## src/rtl/alu_serial_seq.sv

```systemverilog
// Bit-serial ALU sequencer: steps a 1-bit slice LSB-first across WIDTH bits for AND/OR/ADD/SUB/SLT.
// Optional NOR (op=100) is built only when ALU_SERIAL_SEQ_NOR_EN is defined.
module alu_serial_seq #(
    parameter int WIDTH = 32
) (
    input  logic             clk,
    input  logic             rst,
    input  logic             start,
    input  logic [2:0]       op,
    input  logic [WIDTH-1:0] a,
    input  logic [WIDTH-1:0] b,
    output logic             busy,
    output logic             done,
    output logic [WIDTH-1:0] result,
    output logic             zero,
    output logic             overflow,
    output logic [1:0]       sel
);
    localparam int CW = (WIDTH > 2) ? $clog2(WIDTH) : 1;
    localparam logic [CW-1:0] LAST = CW'(WIDTH - 1);

    localparam logic [2:0] OP_AND = 3'b000;
    localparam logic [2:0] OP_OR  = 3'b001;
    localparam logic [2:0] OP_ADD = 3'b010;
    localparam logic [2:0] OP_SUB = 3'b110;
    localparam logic [2:0] OP_SLT = 3'b111;
`ifdef ALU_SERIAL_SEQ_NOR_EN
    localparam logic [2:0] OP_NOR = 3'b100;
`endif

    typedef enum logic [1:0] {IDLE, SHIFT, FIX, DONE} state_t;

    state_t           state;
    logic [WIDTH-1:0] ash, bsh;
    logic [2:0]       op_r;
    logic [CW-1:0]    cnt;
    logic             c, cin_msb, sum_msb;

    logic             bit_b, sum, cout, slice, less;
    logic [WIDTH-1:0] shifted;

    function automatic logic [1:0] sel_of(input logic [2:0] o);
        case (o)
            OP_OR:                  sel_of = 2'b01;
            OP_ADD, OP_SUB, OP_SLT: sel_of = 2'b10;
`ifdef ALU_SERIAL_SEQ_NOR_EN
            OP_NOR:                 sel_of = 2'b01;
`endif
            default:                sel_of = 2'b00;
        endcase
    endfunction

    always_comb begin
        bit_b = bsh[0] ^ op_r[2];
        sum   = ash[0] ^ bit_b ^ c;
        cout  = (ash[0] & bit_b) | (ash[0] & c) | (bit_b & c);
        case (op_r)
            OP_AND:                 slice = ash[0] & bsh[0];
            OP_OR:                  slice = ash[0] | bsh[0];
            OP_ADD, OP_SUB, OP_SLT: slice = sum;
`ifdef ALU_SERIAL_SEQ_NOR_EN
            OP_NOR:                 slice = ~(ash[0] | bsh[0]);
`endif
            default:                slice = 1'b0;
        endcase
        shifted = {slice, result[WIDTH-1:1]};
        // After the MSB step c holds carry_out; undo overflow to get the true sign
        less    = sum_msb ^ cin_msb ^ c;
    end

    always_ff @(posedge clk) begin
        if (rst) begin
            state    <= IDLE;
            ash      <= '0;
            bsh      <= '0;
            op_r     <= '0;
            cnt      <= '0;
            c        <= 1'b0;
            cin_msb  <= 1'b0;
            sum_msb  <= 1'b0;
            busy     <= 1'b0;
            done     <= 1'b0;
            result   <= '0;
            zero     <= 1'b0;
            overflow <= 1'b0;
            sel      <= 2'b00;
        end else begin
            case (state)
                IDLE: begin
                    cnt <= '0;
                    if (start) begin
                        ash   <= a;
                        bsh   <= b;
                        op_r  <= op;
                        c     <= op[2];
                        sel   <= sel_of(op);
                        busy  <= 1'b1;
                        state <= SHIFT;
                    end
                end
                SHIFT: begin
                    ash    <= ash >> 1;
                    bsh    <= bsh >> 1;
                    c      <= cout;
                    result <= shifted;
                    if (cnt == LAST) begin
                        cin_msb  <= c;
                        sum_msb  <= sum;
                        overflow <= (op_r == OP_ADD || op_r == OP_SUB) ? (c ^ cout) : 1'b0;
                        if (op_r == OP_SLT) begin
                            sel   <= 2'b11;
                            state <= FIX;
                        end else begin
                            sel   <= 2'b00;
                            zero  <= (shifted == '0);
                            busy  <= 1'b0;
                            done  <= 1'b1;
                            state <= DONE;
                        end
                    end else begin
                        cnt <= cnt + 1'b1;
                    end
                end
                FIX: begin
                    result   <= {{(WIDTH-1){1'b0}}, less};
                    overflow <= 1'b0;
                    zero     <= ~less;
                    sel      <= 2'b00;
                    busy     <= 1'b0;
                    done     <= 1'b1;
                    state    <= DONE;
                end
                default: begin
                    done  <= 1'b0;
                    state <= IDLE;
                end
            endcase
        end
    end
endmodule
```

## config.mk

```make
export PLATFORM = sky130hd
export DESIGN_NAME = alu_serial_seq
export DESIGN_NICKNAME = d
export VERILOG_FILES = /design/src/rtl/alu_serial_seq.sv
export SDC_FILE = /design/constraint.sdc
export NUM_CORES = 1
export LEC_CHECK = 0
export ABC_AREA = 1
export ABC_CLOCK_PERIOD_IN_PS = 2200
export CORE_MARGIN = 8
export CORE_UTILIZATION = 40
export DETAILED_ROUTE_END_ITERATION = 10
export GPL_TIMING_DRIVEN = 0
export PLACE_DENSITY_LB_ADDON = 0.3
export SYNTH_ARGS = -nofsm -noshare
export SYNTH_HDL_FRONTEND = slang
export SYNTH_SLANG_ARGS = --single-unit
export TNS_END_PERCENT = 1
```

## constraint.sdc

```tcl
create_clock -name clk -period 2.2 [get_ports clk]
set_clock_uncertainty 0.1 [all_clocks]
set_input_delay 0.66 -clock clk [delete_from_list [all_inputs] [get_ports clk]]
set_output_delay 0.66 -clock clk [all_outputs]
set_load 0.01 [all_outputs]
```

After elaboration in Yosys (flattened, before gate mapping)

Cells that the tools add are included.

Add/subtract/negate cells: 1
Equality and inequality tests: 15
Muxes and demuxes: 32
Bitwise operators: 15
Reductions and logical operators: 19

Operator list:

| operator                                                              | number |
|---|---|
| 32-bit one-hot mux with 2 select lines                                | 3 |
| 32-bit two-way mux                                                    | 2 |
| 32-bit zero test                                                      | 1 |
| 3-bit equality test, second input constant                            | 4 |
| 2-bit one-hot mux with 3 select lines                                 | 2 |
| 2-bit AND reduction                                                   | 6 |
| 1-bit two-way mux                                                     | 11 |
| 2-bit two-way mux                                                     | 5 |
| 5-bit one-hot mux with 2 select lines                                 | 1 |
| 1-bit one-hot mux with 3 select lines                                 | 3 |
| 3-bit AND reduction                                                   | 3 |
| 2-bit != test, second input constant                                  | 4 |
| 3-bit by 1-bit equality test with 1-bit output, second input constant | 2 |
| 3-bit by 2-bit equality test with 1-bit output, second input constant | 2 |
| 1-bit one-hot mux with 2 select lines                                 | 3 |
| 3-bit OR reduction                                                    | 2 |
| 1-bit XOR                                                             | 6 |
| 5-bit by 1-bit adder with 5-bit output, second input constant         | 1 |
| 5-bit equality test, second input constant                            | 1 |
| 5-bit two-way mux                                                     | 1 |
| 1-bit bitwise AND                                                     | 4 |
| 2-bit one-hot mux with 2 select lines                                 | 1 |
| 4-bit AND reduction                                                   | 1 |
| 2-bit nonzero test                                                    | 2 |
| other kinds (8)                                                       | 11 |

Register bits after elaboration: 115
Bits of input ports: 70
Output and inout bits: 38
Logic and storage cells: 96

Depth between registers and ports, before layout

Gate-level depths: netlist (run 1).

Depth after elaboration: 8
Depth in mapped cells: 10
Gate-level depth less buffers: 10

Worst setup path after synthesis (run 1)

No wires, ideal clock.

Kind: register to register
Start point: register state[0]
End point: register ash[0]
Library setup time: 0.089 ns
Data arrival time: 1.500 ns
Required time: 2.011 ns
Slack: 0.511 ns
Stages on the path, launching flop included: 10
Buffers on the path: 2
Clock period less this slack: 1.689 ns
Path through: dfxtp_1 -> inv_1 -> ha_1 -> nand2_2 -> inv_2 -> a21oi_4 -> inv_2 -> buf_6 -> buf_6 -> a311oi_2

Longest elaborated chain between the ends: 3
Elaborated cells on any way between the ends: 6
Those cells by class: eq/ne (2); mux (1); reduce/logical (3)

RTL lines:

| what                                                                              | RTL line | text |
|---|---|---|
| from (decl)                                                                       | 33       | `state_t state;` |
| from (signal assigned)                                                            | 73       | `state <= IDLE;` |
| from (signal assigned)                                                            | 98       | `state <= SHIFT;` |
| from (signal assigned)                                                            | 112      | `state <= FIX;` |
| 2-bit by 1-bit equality test with 1-bit output or 2-bit zero test (tied branches) | 88       | `case (state)` |
| 2-bit nonzero test (no line) or 2-bit != test (tied branches)                     | n/a      |  |
| 2-bit AND reduction (no line)                                                     | n/a      |  |
| to (signal assigned)                                                              | 102      | `ash <= ash >> 1;` |
| to (decl)                                                                         | 34       | `logic [WIDTH-1:0] ash, bsh;` |

Parallel ways exist; a longest one is shown, timed or not.
A chain may end at the register's enable or synchronous reset.

Final worst setup path (run 1)

Start point: register result[31]
End point: output result[31]

RTL lines:

| what                   | RTL line | text |
|---|---|---|
| from (decl)            | 14       | `output logic [WIDTH-1:0] result,` |
| from (signal assigned) | 105      | `result <= shifted;` |
| from (signal assigned) | 125      | `result <= {{(WIDTH-1){1'b0}}, less};` |

No word-level cell between the ends.

==> reports/qor.txt, run 1 <==
Status: complete, no violations
Tot Pwr: 9820 uW
Crit Path Max Fanout: 4
Worst hold path class: reg -> reg
CTS Buf Count: 17
Setup crit end kind: primary output
Routability cong.: 0.841
Synth area leader: dfxtp_1
# IOs: 108
Final setup margin: 0.0201 ns
CTS tree: yes
Number of global-route vias before repair: 4,914
Post-route cell area: 7310 sq um
WS Path Type: reg -> out
Max Cap Viol: 0
Antenna violations before repair: 0
First-pass DRT Iterations: 5
Clock sinks: 115
Number of remaining DRC errors: 0
Global-route wire length before repair: 23.9 mm
Syn_nets: 740
Max-slew violations: 0
Switching Fraction: 0.375
Num rows: 42
Starting density of the core: 0.408
Grt ovf: 0
# H-tree levels: 4
Post-synthesis instance area: 5380 sq um
Placed cells: 945
Multi-input gate area: 2740 sq um
Area after DPL: 6660 sq um
Clock power share: 0.310
Metal-1 WL: 6.70 mm
Switching power: 3680 uW
Post-synth cell types: 34
Core Footprint: 13,200 sq um
Fillers: 1,160
Post-CTS Hold Buffers: 0
Achievable Freq: 0.459 GHz
Port bufs: 106
Via count: 4,931
Seq. cell area: 2300 sq um
Buf/Inv on CP: 1
Cell area power density: 1340 nW/um^2
Max rail drop VDD: 643 uV
Clk pin slew, worst setup/hold paths: 0.06 ns
RSZ-0062 raised after global routing: false
Final period util: 0.991
Crit-path leading delay family: buffers and inverters
Share of cells above drive strength 1: 0.169
DRT antenna net count: 0
Die extent in y: 132 um
WL met3: 704 um
Post-synth EDFFs: 0
Yosys top cell area share: 0.428
Register area share after synthesis: 0.428
Diode count: 0
Flops & latches, synth: 115
Pin count of the biggest net entering global routing: 17
Commonest non-fill, non-tap cells in the layout: nand2_1, dfxtp_1, clkdlybuf4s50_1
CP required: 1.44 ns
Slowest stage delay, CP: 0.58 ns
CP cell instances: clkdlybuf4s50_1
WL per Instance: 14.7 um
Asr flop ratio synth: 0
Ys flop type: dfxtp_1
Internal: 6140 uW
Worst slew pin tran: 0.723 ns
Leak Pwr: 0.00271 uW
Combinational share of power: 0.391
Number of nets in the layout: 865
Final Hold Viols: 0
Non-Filler Instances: 977
Yosys Warn Count: 0
CTS Buffer Depth: 2
Routed wire length: 14.4 mm
Area growth syn-to-layout: 36.0%
Post_cts resized: 0
Critical Path Slowest Stage Cell: clkdlybuf4s50_1
Die ar.: 17,400 sq um
Mapped Cells: 663
Clock Latency Late Sink: 0.41 ns
Setup Fix Bufs, Post-CTS: 0
Reg power frac: 0.299
Post-DP HPWL: 10.7 mm
Worst Path Arrival: 1.42 ns
Post-layout min period: 2.18 ns
Via/cell ratio: 5.05
Top sig layer: met4
GRT Total Usage: 0.166
Syn avg cell area: 8.11 sq um
CTS root buf: clkbuf_16
Setup-failing EPs final: 0
Die span in x: 132 um
Most common cell after layout, fill and taps aside: nand2_1
Setup crit start kind: flop
Met2 wire len: 6.84 mm
DR iter-0 viols: 341
Worst hold slack: 0.379 ns
Slew HR: 0.518
Pre-CTS setup slack: -0.170 ns
Ranking of synthesized cells by area: dfxtp_1, a311oi_2, nand2_1, nor2_1, a21oi_1
==> cells in the mapped netlist (3+ instances only) <==
cell type  count
a211oi_1       9
a21oi_1       44
a311oi_2      60
buf_1          4
buf_2         22
buf_6          7
clkbuf_1      13
dfxtp_1      115
ha_1           6
inv_1         12
inv_2         10
nand2_1      231
nand3_1        7
nor2_1        94
nor3_1         3
==> registers in the layout (all words and copies together), names as in the netlist, 2 cells and up <==
signal,flops
ash,32
op_r,3
sel,2
state,2
result,32
cnt,5
bsh,32
==> per-layer routing <==
metal	up-vias	global-route usage
met2	123	0.265
li1	2484	-
met4	0	0.0536
met1	2312	0.209
met5	-	0
met3	12	0.0511
==> final cells by class <==
| cell class | count | share of cell area |
|---|---|---|
| multi-input combinational | 479 | 0.374 |
| sequential | 115 | 0.315 |
| timing repair buffer | 106 | 0.145 |
| clock buffer | 23 | 0.0653 |
| buffer | 47 | 0.0356 |
| tap | 176 | 0.0301 |
| clock inverter | 9 | 0.0239 |
| inverter | 22 | 0.0113 |
==> worst min-delay path: stages, from the launching register on <==
cell	delay, ns
dfxtp_1	0.32
nand2_1	0.06
a21oi_1	0.05
==> metrics by stage <==
step / utilization / TNS, ns
after global placement: 0.505 / -7.60
after global routing: 0.555 / 0
after floorplan: - / 0
final: 0.555 / 0
after detailed placement: 0.505 / -8.17
after CTS: 0.555 / 0
==> final timing paths <==
path,depth (start not counted),slack (ns),to,from
hold / removal,2,0.38,zero$_SDFFE_PP0P_,zero$_SDFFE_PP0P_
setup reg to reg,7,0.18,ash[27]$_SDFFE_PP0P_,state[1]$_SDFFE_PP0P_
setup / recovery,1,0.02,result[31],result[31]$_SDFFE_PP0N_
hold reg to reg,2,0.38,zero$_SDFFE_PP0P_,zero$_SDFFE_PP0P_
==> power by group through the flow <==
| stage | Clock [uW] | Sequential [uW] | Combinational (uW) |
|---|---|---|---|
| 2_1_floorplan | 0 | 2900 | 2910 |
| 3_3_place_gp | 0 | 2940 | 3710 |
| 3_5_place_dp | 0 | 2970 | 3830 |
| 4_1_cts | 3080 | 2930 | 3840 |
| 5_1_grt | 3180 | 3000 | 4260 |
| 6_report | 3040 | 2940 | 3840 |
==> cells by family (layout without fill, tap and decap cells) <==
kind of cell    count (synthesis)  in the layout  share of synthesized area
buf+inv                        69            207                     0.0637
xor+xnor                        4              4                    0.00651
compound gates                125            125                      0.238
simple gates                  343            343                      0.246
fa+ha+maj                       7              7                     0.0177
flops                         115            115                      0.428
Power figures use the tool's default switching activity.
==> run 2, diff against run 1 <==
--- a/config.mk
+++ b/config.mk
@@ -11,7 +11,6 @@
 export CORE_UTILIZATION = 40
 export DETAILED_ROUTE_END_ITERATION = 10
 export GPL_TIMING_DRIVEN = 0
-export PLACE_DENSITY_LB_ADDON = 0.3
 export SYNTH_ARGS = -nofsm -noshare
 export SYNTH_HDL_FRONTEND = slang
 export SYNTH_SLANG_ARGS = --single-unit
==> reports/qor.txt, run 2 (same netlist as run 1, synthesis figures left out) <==
Status: complete, no violations (unchanged)
Port bufs: 106 (unchanged)
Diode count: 0 (unchanged)
Via count: 4,895 (was 4,931)
CTS Buf Count: 17 (unchanged)
Combinational share of power: 0.403 (was 0.391)
Final period util: 0.967 (was 0.991)
Area growth syn-to-layout: 34.8% (was 36.0%)
Slowest stage delay, CP: 0.56 ns (was 0.58 ns)
Final Hold Viols: 0 (unchanged)
First-pass DRT Iterations: 5 (unchanged)
GRT Total Usage: 0.169 (was 0.166)
CP cell instances: clkdlybuf4s50_1 (unchanged)
Die span in x: 132 um (unchanged)
Switching Fraction: 0.388 (was 0.375)
RSZ-0062 raised after global routing: false (unchanged)
Area after DPL: 6660 sq um (unchanged)
Setup-failing EPs final: 0 (unchanged)
Cell area power density: 1310 nW/um^2 (was 1340 nW/um^2)
Post-route cell area: 7250 sq um (was 7310 sq um)
Pin count of the biggest net entering global routing: 17 (unchanged)
Post-layout min period: 2.13 ns (was 2.18 ns)
DRT antenna net count: 0 (unchanged)
Internal: 5840 uW (was 6140 uW)
WL per Instance: 14.9 um (was 14.7 um)
Core Footprint: 13,200 sq um (unchanged)
Multi-input gate area: 2740 sq um (unchanged)
Leak Pwr: 0.00268 uW (was 0.00271 uW)
Worst hold path class: reg -> reg (unchanged)
Antenna violations before repair: 0 (unchanged)
Die ar.: 17,400 sq um (unchanged)
CTS root buf: clkbuf_16 (unchanged)
Num rows: 42 (unchanged)
Final TNS setup: 0 ns (unchanged)
Final setup margin: 0.0722 ns (was 0.0201 ns)
Crit-path leading delay family: buffers and inverters (unchanged)
Worst Path Arrival: 1.37 ns (was 1.42 ns)
Number of global-route vias before repair: 4,867 (was 4,914)
Grt ovf: 0 (unchanged)
Max-slew violations: 0 (unchanged)
Switching power: 3700 uW (was 3680 uW)
Achievable Freq: 0.470 GHz (was 0.459 GHz)
Pre-CTS setup slack: -0.195 ns (was -0.170 ns)
Share of cells above drive strength 1: 0.171 (was 0.169)
CP required: 1.44 ns (about the same)
Number of nets in the layout: 865 (unchanged)
Via/cell ratio: 5.01 (was 5.05)
DR iter-0 viols: 296 (was 341)
Buf/Inv on CP: 1 (unchanged)
Largest regs: ash (32), bsh (32), result (32) (unchanged)
# H-tree levels: 4 (unchanged)
Routed wire length: 14.6 mm (was 14.4 mm)
Critical Path Slowest Stage Cell: clkdlybuf4s50_1 (unchanged)
Crit Path Max Fanout: 4 (unchanged)
Routability cong.: 0.796 (was 0.841)
CTS Buffer Depth: 2 (unchanged)
Starting density of the core: 0.408 (unchanged)
CTS tree: yes (unchanged)
Seq. cell area: 2310 sq um (was 2300 sq um)
Setup crit start kind: flop (unchanged)
Die extent in y: 132 um (unchanged)
Post-DP HPWL: 10.8 mm (was 10.7 mm)
Clock Latency Late Sink: 0.42 ns (was 0.41 ns)
Clock power share: 0.290 (was 0.310)
# IOs: 108 (unchanged)
Fillers: 1,228 (was 1,160)
Most common cell after layout, fill and taps aside: nand2_1 (unchanged)
Setup crit end kind: primary output (unchanged)
Clock sinks: 115 (unchanged)
Commonest non-fill, non-tap cells in the layout: nand2_1, dfxtp_1, clkdlybuf4s50_1 (unchanged)
Clk pin slew, worst setup/hold paths: 0.05 ns (was 0.06 ns)
WS Path Type: reg -> out (unchanged)
Worst slew pin tran: 0.737 ns (was 0.723 ns)
Max rail drop VDD: 579 uV (was 643 uV)
Global-route wire length before repair: 24.1 mm (was 23.9 mm)
Max Cap Viol: 0 (unchanged)
Number of remaining DRC errors: 0 (unchanged)
Slew HR: 0.509 (was 0.518)
Reg power frac: 0.307 (was 0.299)
==> run 2: worst paths after layout <==
| kind | start | slack, ns | endpoint | cells past startpoint |
|---|---|---|---|---|
| setup / recovery | result[14]$_SDFFE_PP0N_ | 0.07 | result[14] | 1 |
| hold / removal | bsh[31]$_SDFFE_PP0P_ | 0.37 | bsh[31]$_SDFFE_PP0P_ | 2 |
| setup reg to reg | state[1]$_SDFFE_PP0P_ | 0.17 | ash[29]$_SDFFE_PP0P_ | 7 |
| hold reg to reg | bsh[31]$_SDFFE_PP0P_ | 0.37 | bsh[31]$_SDFFE_PP0P_ | 2 |
==> run 2: worst reg2reg max path: stages (launching register included) <==
cell	delay, ns
dfxtp_1	0.37
inv_1	0.10
ha_1	0.27
inv_2	0.14
buf_4	0.21
clkbuf_1	0.37
nand2_1	0.13
a311oi_2	0.26
==> run 2: timing repair <==
action	CTS	global route
endpoints found under the setup margin	2	1
pin swaps	0	0
hold buffers	0	0
gates resized for setup	2	1
setup buffers	0	0
==> run 2: routing by layer <==
layer	GRT usage	up-vias	wire length [um]
li1	-	2490	-
met3	0.0583	24	708
met1	0.204	2282	6810
met2	0.267	99	6750
met5	0	-	0
met4	0.0753	0	294
==> run 2: final cells by class <==
cell class              instances  area share
multi-input cells             479       0.377
flip-flops and latches        115       0.318
clock buffers                  22      0.0626
inverters                      22      0.0114
clock inverters                10      0.0183
well taps                     176      0.0304
plain buffers                  47      0.0359
repair buffers                106       0.146
==> run 2: metrics by stage <==
step | hold slack, ns | total power [uW] | utilization | instances
after floorplan | 0.339 | 5810 | - | 663
after CTS | 0.369 | 9590 | 0.550 | 977
final | 0.366 | 9530 | 0.550 | 977
after global placement | 0.352 | 6700 | 0.505 | 945
after detailed placement | 0.362 | 6810 | 0.505 | 945
after global routing | 0.386 | 10200 | 0.550 | 977
==> run 2: power groups by stage <==
| stage | logic (uW) | clock network, uW | registers (uW) |
|---|---|---|---|
| after global placement | 3760 | 0 | 2940 |
| after detailed placement | 3860 | 0 | 2960 |
| after CTS | 3880 | 2790 | 2920 |
| final | 3850 | 2760 | 2930 |
| after floorplan | 2910 | 0 | 2900 |
| after global routing | 4270 | 2890 | 2990 |
